===== src/rtl/hazard_scheduler.sv =====
// Hazard controller for the 5-stage core: tracks in-flight writers in E/M, derives the
// D-stage stall, per-operand forward selects and the mult/div busy interlock.
module hazard_scheduler #(
  parameter int MULT_CYCLES = 5,
  parameter int DIV_CYCLES  = 10
) (
  input  logic       clk,
  input  logic       reset,
  input  logic [4:0] d_rs,
  input  logic [4:0] d_rt,
  input  logic [1:0] d_tuse_rs,
  input  logic [1:0] d_tuse_rt,
  input  logic [4:0] d_wa,
  input  logic [1:0] d_tnew,
  input  logic       d_uses_md,
  input  logic [1:0] e_md_op,
  output logic       stall,
  output logic [1:0] fwd_rs_sel,
  output logic [1:0] fwd_rt_sel,
  output logic       md_busy
);

  localparam int MD_MAX = (MULT_CYCLES > DIV_CYCLES) ? MULT_CYCLES : DIV_CYCLES;
  localparam int CW     = $clog2(MD_MAX + 1);

  typedef enum logic [1:0] {
    FWD_GRF = 2'd0,
    FWD_E   = 2'd1,
    FWD_M   = 2'd2
  } fwd_sel_e;

  localparam logic [1:0] MD_MULT  = 2'b01;
  localparam logic [1:0] MD_DIV   = 2'b10;
  localparam logic [1:0] TUSE_OFF = 2'd3;

  // W is not tracked: its result reaches D through the grf write-through bypass.
  logic [4:0]    e_wa, m_wa;
  logic [1:0]    e_tnew, m_tnew;
  logic [CW-1:0] md_cnt;
  logic          md_issue;

  assign md_issue = (e_md_op == MD_MULT) || (e_md_op == MD_DIV);

  // NOTE: sequential state uses non-blocking assignments so every register samples
  // pre-edge values; blocking here would let m_wa see the new e_wa in the same edge.
  always_ff @(posedge clk) begin
    if (reset) begin
      e_wa   <= '0;
      e_tnew <= '0;
      m_wa   <= '0;
      m_tnew <= '0;
      md_cnt <= '0;
    end else begin
      if (stall) begin
        e_wa   <= '0;
        e_tnew <= '0;
      end else begin
        e_wa   <= d_wa;
        e_tnew <= d_tnew;
      end
      m_wa   <= e_wa;
      m_tnew <= (e_tnew == 2'd0) ? 2'd0 : e_tnew - 2'd1;

      if (e_md_op == MD_MULT)     md_cnt <= CW'(MULT_CYCLES);
      else if (e_md_op == MD_DIV) md_cnt <= CW'(DIV_CYCLES);
      else if (md_cnt != '0)      md_cnt <= md_cnt - 1'b1;
    end
  end

  function automatic logic operand_stall(input logic [4:0] r, input logic [1:0] tuse,
                                         input logic [4:0] ewa, input logic [1:0] etn,
                                         input logic [4:0] mwa, input logic [1:0] mtn);
    operand_stall = (r != 5'd0) && (tuse != TUSE_OFF) &&
                    (((ewa == r) && (etn > tuse)) || ((mwa == r) && (mtn > tuse)));
  endfunction

  // E is checked first so the youngest writer wins when both stages hold r.
  function automatic logic [1:0] operand_fwd(input logic [4:0] r,
                                             input logic [4:0] ewa, input logic [1:0] etn,
                                             input logic [4:0] mwa, input logic [1:0] mtn);
    if (r == 5'd0)                        operand_fwd = FWD_GRF;
    else if ((ewa == r) && (etn == 2'd0)) operand_fwd = FWD_E;
    else if ((mwa == r) && (mtn == 2'd0)) operand_fwd = FWD_M;
    else                                  operand_fwd = FWD_GRF;
  endfunction

  // NOTE: every output gets a default first so this block can never infer a latch.
  always_comb begin
    md_busy    = 1'b0;
    stall      = 1'b0;
    fwd_rs_sel = FWD_GRF;
    fwd_rt_sel = FWD_GRF;

    md_busy    = (md_cnt != '0) || md_issue;
    stall      = operand_stall(d_rs, d_tuse_rs, e_wa, e_tnew, m_wa, m_tnew) ||
                 operand_stall(d_rt, d_tuse_rt, e_wa, e_tnew, m_wa, m_tnew) ||
                 (d_uses_md && md_busy);
    fwd_rs_sel = operand_fwd(d_rs, e_wa, e_tnew, m_wa, m_tnew);
    fwd_rt_sel = operand_fwd(d_rt, e_wa, e_tnew, m_wa, m_tnew);
  end

endmodule


===== config.mk =====
export PLATFORM = sky130hd
export DESIGN_NAME = hazard_scheduler
export DESIGN_NICKNAME = d
export VERILOG_FILES = /design/src/rtl/hazard_scheduler.sv
export SDC_FILE = /design/constraint.sdc
export NUM_CORES = 1
export LEC_CHECK = 0
export ABC_AREA = 1
export BUFFER_PORTS_ARGS = -buffer_cell sky130_fd_sc_hd__buf_2
export CAP_MARGIN = 40
export CORE_UTILIZATION = 57
export CTS_CLUSTER_DIAMETER = 50
export DETAILED_ROUTE_END_ITERATION = 7
export GPL_TIMING_DRIVEN = 0
export PLACE_DENSITY_LB_ADDON = 0.25
export SYNTH_ARGS = -nofsm -noshare
export SYNTH_HDL_FRONTEND = slang
export SYNTH_SLANG_ARGS = --single-unit

===== constraint.sdc =====
create_clock -name clk -period 3.21 [get_ports clk]
set_input_delay 0.4815 -clock clk [delete_from_list [all_inputs] [get_ports clk]]
set_output_delay 0.4815 -clock clk [all_outputs]
set_load 0.05 [all_outputs]

==> implementation parameters, run 1 <==
Parameter                              Value

Clock network
  Number of buffers inserted by hold repair at cts ... 0
  TritonCTS Buffers ... 3
  TritonCTS clock tree ... yes
  Postcts setup bufs ... 0
  Number of clock sinks ... 18
  Clock input transition at the sequential cells of the worst setup and hold paths ... 0.10 ns
  Resized Gates After CTS ... 0
  Buffer type at the clock tree root ... sky130_fd_sc_hd__clkbuf_4
  Number of levels in the clock H-tree ... 1
  Clock Tree Buf Depth ... 2
  Clk_lat worst skew ... 0.30 ns

Timing
  Clock Skew ... 0.00569 ns
  Setup TNS after final layout ... 0 ns
  Worst Slack Setup Final ... 0.757 ns
  Number of failing hold endpoints at the final stage ... 0
  Total count of max-transition violations in the final report ... 0
  Time the final worst path needs with I/O delays and setup ... 2.45 ns
  Setup repair after global routing missed its margin ... false
  Headroom to the max-slew limit ... 79.6%
  Final worst path period share ... 76.4%
  Final Setup Violations ... 0
  Achievable clock frequency ... 408 MHz
  Slew of the pin with the lowest slew margin ... 0.303 ns

Global routing
  Maximum number of pins on one net before global-route repair ... 10
  Global-route usage over all layers ... 21.6%
  Global-route wire length before repair ... 4.13 mm
  Final global-route overflow total ... 0
  Number of global-route vias before repair ... 1,036
  Antenna violations before repair ... 0

Cells and area
  Final layout net count ... 283
  Final-layout fill cell count ... 202
  Area delta synth->final ... 15.6%
  Total inserted antenna cells ... 0
  Share of post-route cells with drive strength above 1 ... 16.5%

Setup path
  Path type of the worst setup path ... flip-flop to output pin
  Sort of element at the start of the critical path ... flip-flop
  Signal arrival time at the worst endpoint ... 1.97 ns
  Library cell contributing the largest single delay on the critical path ... sky130_fd_sc_hd__dfxtp_1
  Type of element capturing the critical path ... output pin
  Crit-path max FO ... 3
  Biggest cell delay along the critical path ... 0.34 ns
  Required time at the endpoint of the critical path ... 2.73 ns
  Cell-by-cell listing of the critical path ... inv_1, ha_1, nand2_1, a21boi_0, nand4_1, nand2_1, nand2_2, nand3_1, buf_2
  Top cell by count, worst path ... sky130_fd_sc_hd__nand2_1

Job
  MaxCap Viol Count ... 0

Synthesis
  Number of register bits inferred by synthesis ... 18
  Synth warn ... 0
  Post-synthesis share of cell area spent on and, or, nand and nor gates ... 34.4%
  Mux cell area share after synthesis ... 0%
  Post-synth net total ... 248
  Number of instances in the synthesized netlist ... 209
  Post-synthesis share of cell area spent on xor and xnor gates ... 5.25%
  Compound-cell area share of the yosys netlist ... 5.91%
  Adder-Cell Fraction of Synth Area ... 12.2%
  Area of the mapped netlist ... 1330 µm²
  Main combinational cell family by area after synthesis ... simple AND/OR/NAND/NOR gates
  Mean instance size in the synthesized netlist ... 6.38 µm²
  Sequential fraction of the synthesis area ... 27.0%
  Count of different cell masters after synthesis ... 22

Drt
  Post-DR wirelength/cell ... 9.56 µm
  Mean number of vias per cell ... 4.70
  Detailed Routing Iterations Pass 1 ... 4
  Post-route DRC violation count ... 0
  Wire length after detailed routing ... 2.58 mm
  Number of violations reported at the end of detailed-routing iteration 0 ... 19
  Routed via count ... 1,268
  Post-detailed-route count of antenna-violating nets ... 0

Power
  Power density of the placed cells ... 380 nW/µm²
  Gate power share ... 35.7%
  Reported net switching power ... 218 µW
  Switching power share of the total ... 37.1%
  Final Total Pwr ... 586 µW
  Clock group share of total power ... 19.6%
  Peak ir drop on the vdd network ... 0.000350 V
  P_int ... 368 µW
  Sequential group share of total power ... 44.7%
  Static power due to leakage ... 0.000908 µW

Placed design
  IO buf count ... 30
  Worst slack at placement ... 0.865 ns
  Detailed-placement wirelength estimate ... 2.19 mm
  Final weighted congestion in routability-driven placement ... 0.852

Outcome
  Status ... completed

Floorplan
  Total core area ... 2210 µm²
  Vert. Die Dim ... 50.4 µm
  Die area ... 2540 µm²
  Num ports ... 32
  Site Rows ... 17
  DIE WIDTH ... 50.4 µm
  Initial core utilization ... 60.3%

Min path
  Worst hold path type ... input port to flip-flop
kinds of logic after synthesis:
family          Yosys count
flops                    18
fa+ha+maj                13
buf+inv                  53
xor+xnor                  8
simple gates            104
compound gates           13
cell usage after synthesis, drive strengths merged:
library cell | count | area share [%]
inv | 52 | 15
nor2 | 24 | 6.8
buf | 1 | 0.56
o311ai | 1 | 0.66
nor4 | 3 | 1.4
a21boi | 2 | 1.1
a31oi | 1 | 0.47
dfxtp | 18 | 27
nand2 | 54 | 16
xnor2 | 4 | 2.6
nand3 | 7 | 2.6
or2 | 3 | 1.4
nor3 | 6 | 2.3
xor2 | 4 | 2.6
ha | 13 | 12
nand4 | 7 | 4.4
a21oi | 8 | 3.3
o21ai | 1 | 0.37
state kept, by name, summed over array words and instances, names as in the netlist:
signal	cells
e_wa	5
m_tnew	2
e_tnew	2
md_cnt	4
m_wa	5
worst paths after layout:
check | startpoint | to | slack, ns | cells after the start
worst max-delay path | e_tnew[0] | stall | 0.76 | 9
worst min-delay path | d_wa[3] | e_wa[3] | 0.38 | 3
worst max register to register | e_tnew[0] | e_tnew[0] | 1.60 | 9
worst min register to register | e_tnew[0] | m_tnew[0] | 0.42 | 1
power by group through the flow:
stage	logic, µW	clock network (µW)	registers, µW
2_1_floorplan	156	0	263
3_3_place_gp	204	0	266
3_5_place_dp	209	0	267
4_1_cts	210	116	262
5_1_grt	240	123	265
6_report	209	115	262
layout make-up:
type	count	area [µm²]	share of cell area (%)
repair buffers	30	150	9.74
well taps	28	35.0	2.27
plain buffers	1	7.51	0.487
flip-flops and latches	18	360	23.4
clock buffers	3	22.5	1.46
multi-input cells	138	771	50.0
inverters	52	195	12.7
critical path, delay by kind of cell, from the launching register on:
kind / cells / cell delay, ns
AO/OA/AOI/OAI: 1 / 0.29
adder cells (fa/ha/maj): 1 / 0.27
buffers and inverters: 2 / 0.33
flip-flops: 1 / 0.34
AND/OR/NAND/NOR: 5 / 0.44
cell usage in the layout, fill, tap and decap left out:
cell	n
sky130_fd_sc_hd__xor2_1	4
sky130_fd_sc_hd__clkbuf_4	3
sky130_fd_sc_hd__nor2_1	24
sky130_fd_sc_hd__nand3_1	7
sky130_fd_sc_hd__buf_4	1
sky130_fd_sc_hd__buf_2	30
sky130_fd_sc_hd__dfxtp_1	18
sky130_fd_sc_hd__nand4_4	1
sky130_fd_sc_hd__nand2_1	52
sky130_fd_sc_hd__inv_1	52
sky130_fd_sc_hd__a21boi_0	2
sky130_fd_sc_hd__o21ai_0	1
sky130_fd_sc_hd__nor4_1	3
sky130_fd_sc_hd__or2_0	1
sky130_fd_sc_hd__or2_2	2
sky130_fd_sc_hd__a21oi_2	1
sky130_fd_sc_hd__a31oi_1	1
sky130_fd_sc_hd__ha_1	13
sky130_fd_sc_hd__a21oi_1	7
sky130_fd_sc_hd__nand4_1	6
sky130_fd_sc_hd__nand2_2	2
sky130_fd_sc_hd__xnor2_1	4
sky130_fd_sc_hd__o311ai_0	1
sky130_fd_sc_hd__nor3_1	6
per-layer routing:
metal	up-vias	track usage, %	wire [µm]
met1	527	28.3	1350
met5	-	0	0
met4	0	6.94	34
li1	711	-	-
met2	26	36.7	1120
met3	4	2.73	82
stage by stage:
| stage | util, % | hold slack, ns | std cells | instance area, µm² |
|---|---|---|---|---|
| after global routing | 69.7 | 0.378 | 270 | 1540 |
| final | 69.7 | 0.381 | 270 | 1540 |
| after global placement | 68.7 | 0.407 | 267 | 1520 |
| after detailed placement | 68.7 | 0.408 | 267 | 1520 |
| after floorplan | - | 0.397 | 209 | 1330 |
| after CTS | 69.7 | 0.379 | 270 | 1540 |
Note: power is estimated with default switching activity, not from simulation.
==> run 2, diff against run 1 <==
--- a/config.mk
+++ b/config.mk
@@ -8,7 +8,7 @@
 export ABC_AREA = 1
 export BUFFER_PORTS_ARGS = -buffer_cell sky130_fd_sc_hd__buf_2
 export CAP_MARGIN = 40
-export CORE_UTILIZATION = 57
+export CORE_UTILIZATION = 48
 export CTS_CLUSTER_DIAMETER = 50
 export DETAILED_ROUTE_END_ITERATION = 7
 export GPL_TIMING_DRIVEN = 0
==> constraint.sdc (replaced) <==
create_clock -name clk -period 2 [get_ports clk]
set_input_delay 0.3 -clock clk [delete_from_list [all_inputs] [get_ports clk]]
set_output_delay 0.3 -clock clk [all_outputs]
set_load 0.05 [all_outputs]
==> run 2 against run 1 <==
  * Sequential power increased by 61%
  * Highest routed layer unchanged
  * Critical path depth unchanged
  * Cell area increased by 9.9%
  * Largest cell class unchanged
  * Sequential share of layout area decreased by 1.7 points
  * Die area increased by 18%
  * Total power increased by 74%
  * Register-to-register slack got worse by 1.2 ns
  * Combinational power increased by 78%
  * Count of clock-buffer cells in the layout increased by 1
  * Clock skew about the same
  * First-iteration DRC count increased by 16%
==> implementation parameters, run 2 (synthesis gave the netlist of run 1 again) <==
Parameter                              Value

Power
  Final Total Pwr ... 1020 µW
  Peak ir drop on the vdd network ... 0.000453 V
  Static power due to leakage ... 0.000946 µW
  P_int ... 656 µW
  Sequential group share of total power ... 41.4%
  Switching power share of the total ... 35.8%
  Power density of the placed cells ... 603 nW/µm²
  Reported net switching power ... 366 µW
  Gate power share ... 36.4%
  Clock group share of total power ... 22.2%

Timing
  Final worst path period share ... 97.7%
  Clock Skew ... 0.00618 ns
  Time the final worst path needs with I/O delays and setup ... 1.95 ns
  Achievable clock frequency ... 512 MHz
  Headroom to the max-slew limit ... 79.9%
  Slew of the pin with the lowest slew margin ... 0.298 ns
  Final Setup Violations ... 0
  Worst Slack Setup Final ... 0.0466 ns
  Setup repair after global routing missed its margin ... true
  Total count of max-transition violations in the final report ... 0
  Number of failing hold endpoints at the final stage ... 0

Floorplan
  Initial core utilization ... 52.4%
  Site Rows ... 18
  DIE WIDTH ... 54.7 µm
  Die area ... 2990 µm²
  Num ports ... 32
  Vert. Die Dim ... 54.7 µm
  Total core area ... 2540 µm²

Setup path
  R2r setup slk ... 0.44 ns
  Sort of element at the start of the critical path ... flip-flop
  Path type of the worst setup path ... flip-flop to output pin
  Endpoint of the lowest-slack register-to-register path ... e_tnew[0]
  Number of cell instances on the worst register-to-register path ... 10
  Crit-path max FO ... 3
  Required time at the endpoint of the critical path ... 1.70 ns
  Library cell contributing the largest single delay on the critical path ... sky130_fd_sc_hd__dfxtp_2
  Top cell by count, worst path ... sky130_fd_sc_hd__nand2_1
  Worst r2r src ... m_tnew[1]
  Signal arrival time at the worst endpoint ... 1.65 ns
  Cell-by-cell listing of the critical path ... ha_1, nand2_1, inv_1, a21oi_2, nand4_1, nand2_1, nand2_2, nand3_4, buf_8
  Biggest cell delay along the critical path ... 0.34 ns
  Type of element capturing the critical path ... output pin

Drt
  Detailed Routing Iterations Pass 1 ... 4
  Post-detailed-route count of antenna-violating nets ... 0
  Wire length after detailed routing ... 2.65 mm
  Routed via count ... 1,275
  Post-route DRC violation count ... 0
  Post-DR wirelength/cell ... 9.65 µm
  Number of violations reported at the end of detailed-routing iteration 0 ... 22
  Mean number of vias per cell ... 4.64

Global routing
  Number of global-route vias before repair ... 1,000
  Final global-route overflow total ... 0
  Maximum number of pins on one net before global-route repair ... 11
  Global-route wire length before repair ... 4.10 mm
  Antenna violations before repair ... 0
  Global-route usage over all layers ... 19.3%

Placed design
  Instance area at placement ... 1560 µm²
  Worst slack at placement ... 0.0326 ns
  IO buf count ... 30
  Detailed-placement wirelength estimate ... 2.15 mm
  Final weighted congestion in routability-driven placement ... 0.787

Cells and area
  Share of post-route cells with drive strength above 1 ... 25.7%
  Area used by multi-input combinational logic ... 868 µm²
  Area delta synth->final ... 27.0%
  Most used cells in the layout excluding fill and tap cells ... 51 x sky130_fd_sc_hd__nand2_1, 50 x sky130_fd_sc_hd__inv_1, 27 x sky130_fd_sc_hd__buf_2
  Most common cell after layout, fill and taps aside ... sky130_fd_sc_hd__nand2_1
  Register Area ... 367 µm²
  Final-layout fill cell count ... 236
  Largest registers ... e_wa: 5 flops, m_wa: 5 flops, md_cnt: 4 flops
  Final layout net count ... 285
  Total non-filler cell area in the finished layout ... 1690 µm²
  Total inserted antenna cells ... 0

Clock network
  Number of buffers inserted by hold repair at cts ... 0
  Buffer type at the clock tree root ... sky130_fd_sc_hd__clkbuf_4
  Clk_lat worst skew ... 0.30 ns
  TritonCTS Buffers ... 3
  Clock input transition at the sequential cells of the worst setup and hold paths ... 0.11 ns
  TritonCTS clock tree ... yes
  Number of levels in the clock H-tree ... 1
  Number of clock sinks ... 18
  Clock Tree Buf Depth ... 2

Min path
  Cell count of the worst hold path ... 3
  Start point of the worst min-delay path ... d_wa[1]
  Capture endpoint of the worst hold path ... e_wa[1]
  Worst hold path type ... input port to flip-flop

Outcome
  Status ... completed

Job
  MaxCap Viol Count ... 0
-- run 2: changes by cell type in the layout (fill, tap and decap cells not counted), moves of 3 or more --
| cell | before | now |
|---|---|---|
| sky130_fd_sc_hd__dfxtp_1 | 18 | 13 |
| sky130_fd_sc_hd__ha_1 | 13 | 9 |
| sky130_fd_sc_hd__dfxtp_2 | 0 | 5 |
| sky130_fd_sc_hd__buf_4 | 1 | 5 |
| sky130_fd_sc_hd__ha_4 | 0 | 4 |
| sky130_fd_sc_hd__buf_2 | 30 | 27 |
-- run 2: timing repair --
action	4_1_cts	5_1_grt
gates resized for setup	8	15
endpoints found under the hold margin	0	0
setup endpoints to repair	1	3
pin swaps	5	11
setup buffers	0	2
-- run 2: power groups by stage --
| stage | sequential [µW] | clock (µW) | combinational, µW |
|---|---|---|---|
| floorplan | 422 | 0 | 261 |
| global placement | 428 | 0 | 340 |
| detailed placement | 427 | 0 | 346 |
| CTS | 420 | 238 | 358 |
| global route | 429 | 248 | 424 |
| finish | 423 | 227 | 372 |
-- run 2: metal layers --
metal / wire, µm / GRT usage [%]
met3: 121 / 2.50
met2: 1260 / 31.9
met4: 17 / 5.13
met5: 0 / 0
met1: 1250 / 25.9
-- run 2: worst max-delay path, delay by kind of cell, from the launching register on --
family | cells | cell delay [ns]
AO/OA/AOI/OAI | 1 | 0.12
buffers and inverters | 2 | 0.19
adder cells (fa/ha/maj) | 1 | 0.28
flip-flops | 1 | 0.34
AND/OR/NAND/NOR | 5 | 0.43
-- run 2: through the flow --
step	TNS, ns	utilization, %	cells	hold WS (ns)
2_1_floorplan	0	-	209	0.397
3_3_place_gp	0	61.3	269	0.411
3_5_place_dp	0	61.3	269	0.412
4_1_cts	0	63.3	273	0.187
5_1_grt	-0.0493	66.6	275	0.191
6_report	0	66.6	275	0.199
-- run 2: worst max-delay path by stage --
| stage | startpoint | end | cells past startpoint |
|---|---|---|---|
| after CTS | e_tnew[0] | stall | 9 |
| after detailed placement | d_tuse_rs[1] | stall | 10 |
| after global placement | d_tuse_rs[1] | stall | 10 |
| after floorplan | md_cnt[0] | stall | 5 |
| after global routing | m_tnew[1] | stall | 9 |
| final | m_tnew[1] | stall | 9 |
-- run 2: area by class of cell --
class	count	share of cell area [%]
Tap cell	30	2.22
Timing Repair Buffer	32	10.6
Inverter	52	11.7
Clock buffer	4	2.14
Buffer	1	0.443
Sequential cell	18	21.6
Multi-Input combinational cell	138	51.3
==> run 3, diff against run 2 <==
--- a/config.mk
+++ b/config.mk
@@ -8,7 +8,7 @@
 export ABC_AREA = 1
 export BUFFER_PORTS_ARGS = -buffer_cell sky130_fd_sc_hd__buf_2
 export CAP_MARGIN = 40
-export CORE_UTILIZATION = 48
+export CORE_UTILIZATION = 25
 export CTS_CLUSTER_DIAMETER = 50
 export DETAILED_ROUTE_END_ITERATION = 7
 export GPL_TIMING_DRIVEN = 0
==> run 3 against run 2 <==
  * Clock power increased by 32%
  * Register-to-register slack worse by 0.08 ns
  * Global-route usage down 7.9 points
  * Critical path depth shrank 1
  * Worst hold slack gained 0.054 ns
  * Highest routed layer unchanged
==> implementation parameters, run 3 (synthesis gave the netlist of run 1 again) <==
Parameter                              Value

Setup path
  Library cell contributing the largest single delay on the critical path ... sky130_fd_sc_hd__dfxtp_1
  Required time at the endpoint of the critical path ... 1.70 ns
  Beginning of the critical path ... e_tnew[1]
  Biggest cell delay along the critical path ... 0.34 ns
  Crit-path max FO ... 3
  Worst r2r src ... e_tnew[1]
  Worst setup endpoint ... stall
  Type of element capturing the critical path ... output pin
  R2r setup slk ... 0.36 ns
  Signal arrival time at the worst endpoint ... 1.62 ns
  Sort of element at the start of the critical path ... flip-flop
  Endpoint of the lowest-slack register-to-register path ... e_wa[3]
  Number of cell instances on the worst register-to-register path ... 11
  Cell-by-cell listing of the critical path ... ha_1, a21oi_1, nor2_2, nand4_1, nand2_1, nand2_2, nand3_4, buf_8
  Path type of the worst setup path ... flip-flop to output pin

Floorplan
  Initial core utilization ... 26.1%
  Total core area ... 5110 µm²
  Vert. Die Dim ... 75.0 µm
  Num ports ... 32
  Site Rows ... 26
  DIE WIDTH ... 75.0 µm
  Die area ... 5630 µm²

Cells and area
  Fin util ... 34.1%
  Largest registers ... e_wa: 5 flops, m_wa: 5 flops, md_cnt: 4 flops
  Most common cell after layout, fill and taps aside ... sky130_fd_sc_hd__nand2_1
  Total inserted antenna cells ... 0
  Total non-filler cell area in the finished layout ... 1740 µm²
  Final-layout fill cell count ... 594
  Share of post-route cells with drive strength above 1 ... 24.9%
  Area delta synth->final ... 30.4%
  Most used cells in the layout excluding fill and tap cells ... 51 x sky130_fd_sc_hd__nand2_1, 50 x sky130_fd_sc_hd__inv_1, 27 x sky130_fd_sc_hd__buf_2
  Final layout net count ... 285

Clock network
  Number of buffers inserted by hold repair at cts ... 0
  TritonCTS Buffers ... 3
  Buffer type at the clock tree root ... sky130_fd_sc_hd__clkbuf_8
  Number of clock sinks ... 18
  TritonCTS clock tree ... yes
  Clk_lat worst skew ... 0.25 ns
  Clock input transition at the sequential cells of the worst setup and hold paths ... 0.07 ns
  Number of levels in the clock H-tree ... 1
  Clock Tree Buf Depth ... 2

Placed design
  Worst slack at placement ... 0.00565 ns
  IO buf count ... 30
  Instance area at placement ... 1610 µm²
  Detailed-placement wirelength estimate ... 2.52 mm
  Final weighted congestion in routability-driven placement ... 0.784

Job
  MaxCap Viol Count ... 0

Timing
  Number of failing hold endpoints at the final stage ... 0
  Worst Slack Setup Final ... 0.0819 ns
  Clock Skew ... 0.00257 ns
  Setup TNS after final layout ... 0 ns
  Final Setup Violations ... 0
  Time the final worst path needs with I/O delays and setup ... 1.92 ns
  Final worst path period share ... 95.9%
  Total count of max-transition violations in the final report ... 0
  Setup repair after global routing missed its margin ... true
  Slew of the pin with the lowest slew margin ... 0.294 ns
  Final-layout worst hold slack ... 0.253 ns
  Achievable clock frequency ... 521 MHz
  Headroom to the max-slew limit ... 80.2%

Power
  Static power due to leakage ... 0.000950 µW
  Peak ir drop on the vdd network ... 0.000301 V
  Power density of the placed cells ... 627 nW/µm²

Drt
  Post-DR wirelength/cell ... 9.28 µm
  Routed via count ... 1,272
  Number of violations reported at the end of detailed-routing iteration 0 ... 29
  Mean number of vias per cell ... 4.04
  Wire length after detailed routing ... 2.92 mm
  Post-route DRC violation count ... 0
  Post-detailed-route count of antenna-violating nets ... 0
  Detailed Routing Iterations Pass 1 ... 4

Global routing
  Maximum number of pins on one net before global-route repair ... 11
  Global-route usage over all layers ... 11.3%
  Global-route wire length before repair ... 4.75 mm
  Final global-route overflow total ... 0
  Antenna violations before repair ... 0
  Number of global-route vias before repair ... 1,057

Outcome
  Status ... completed

Min path
  Worst hold path type ... input port to flip-flop
[run 3: changes by cell type in the layout (fill, tap and decap cells not counted), moves of 2 or more]
cell,before,now
sky130_fd_sc_hd__clkbuf_4,3,0
sky130_fd_sc_hd__clkbuf_8,1,4
sky130_fd_sc_hd__dfxtp_1,13,15
sky130_fd_sc_hd__dfxtp_2,5,3
sky130_fd_sc_hd__ha_1,9,11
sky130_fd_sc_hd__ha_4,4,2
[run 3: worst max-delay path, delay by kind of cell (launching register included)]
kind,cells,cell delay [ns]
AOI/OAI and AO/OA,1,0.18
adders and majority gates,1,0.30
buffers and inverters,1,0.15
DFF,1,0.34
and+or+nand+nor,5,0.39
[run 3: area by class of cell]
| cell class | instances | area [µm²] | area share [%] |
|---|---|---|---|
| Clock buffer | 4 | 55.1 | 3.17 |
| Tap cell | 70 | 87.6 | 5.04 |
| Timing Repair Buffer | 32 | 180 | 10.4 |
| Sequential cell | 18 | 364 | 20.9 |
| Inverter | 52 | 195 | 11.2 |
| Buffer | 1 | 7.51 | 0.432 |
| Multi-Input combinational cell | 138 | 850 | 48.8 |
[run 3: power by group]
| part | internal (µW) | leakage [µW] | switching [µW] |
|---|---|---|---|
| Combinational | 147 | 0.000772 | 222 |
| Clock | 175 | 0.0000288 | 124 |
| Sequential | 396 | 0.000149 | 27.0 |
[run 3: worst min-delay path by stage]
| stage | to | depth (start not counted) | from | slack (ns) |
|---|---|---|---|---|
| after CTS | e_wa[1] | 3 | d_wa[1] | 0.25 |
| after global routing | e_tnew[0] | 3 | d_tnew[0] | 0.26 |
| after global placement | m_tnew[0] | 1 | e_tnew[0] | 0.41 |
| after floorplan | m_tnew[0] | 1 | e_tnew[0] | 0.40 |
| after detailed placement | m_tnew[0] | 1 | e_tnew[0] | 0.41 |
| final | e_wa[1] | 3 | d_wa[1] | 0.25 |
[run 3: timing repair]
action | CTS | global route
setup buffers | 1 | 1
endpoints found under the setup margin | 1 | 3
pin swaps | 3 | 9
gates resized for setup | 8 | 12
gates cloned | 0 | 0
[run 3: routing by layer]
layer / GRT usage, % / vias up / part of all wire, % / routed length, µm
li1: - / 708 / - / -
met1: 15.7 / 539 / 49 / 1420
met2: 17.4 / 21 / 47 / 1370
met3: 1.20 / 4 / 2.4 / 69
met4: 5.66 / 0 / 1.9 / 56
met5: 0 / - / 0 / 0
[run 3: metrics by stage]
stage,power (µW),std cells
after detailed placement,780,309
final,1090,315
after global placement,776,309
after floorplan,683,209
after global routing,1180,315
after CTS,1100,314
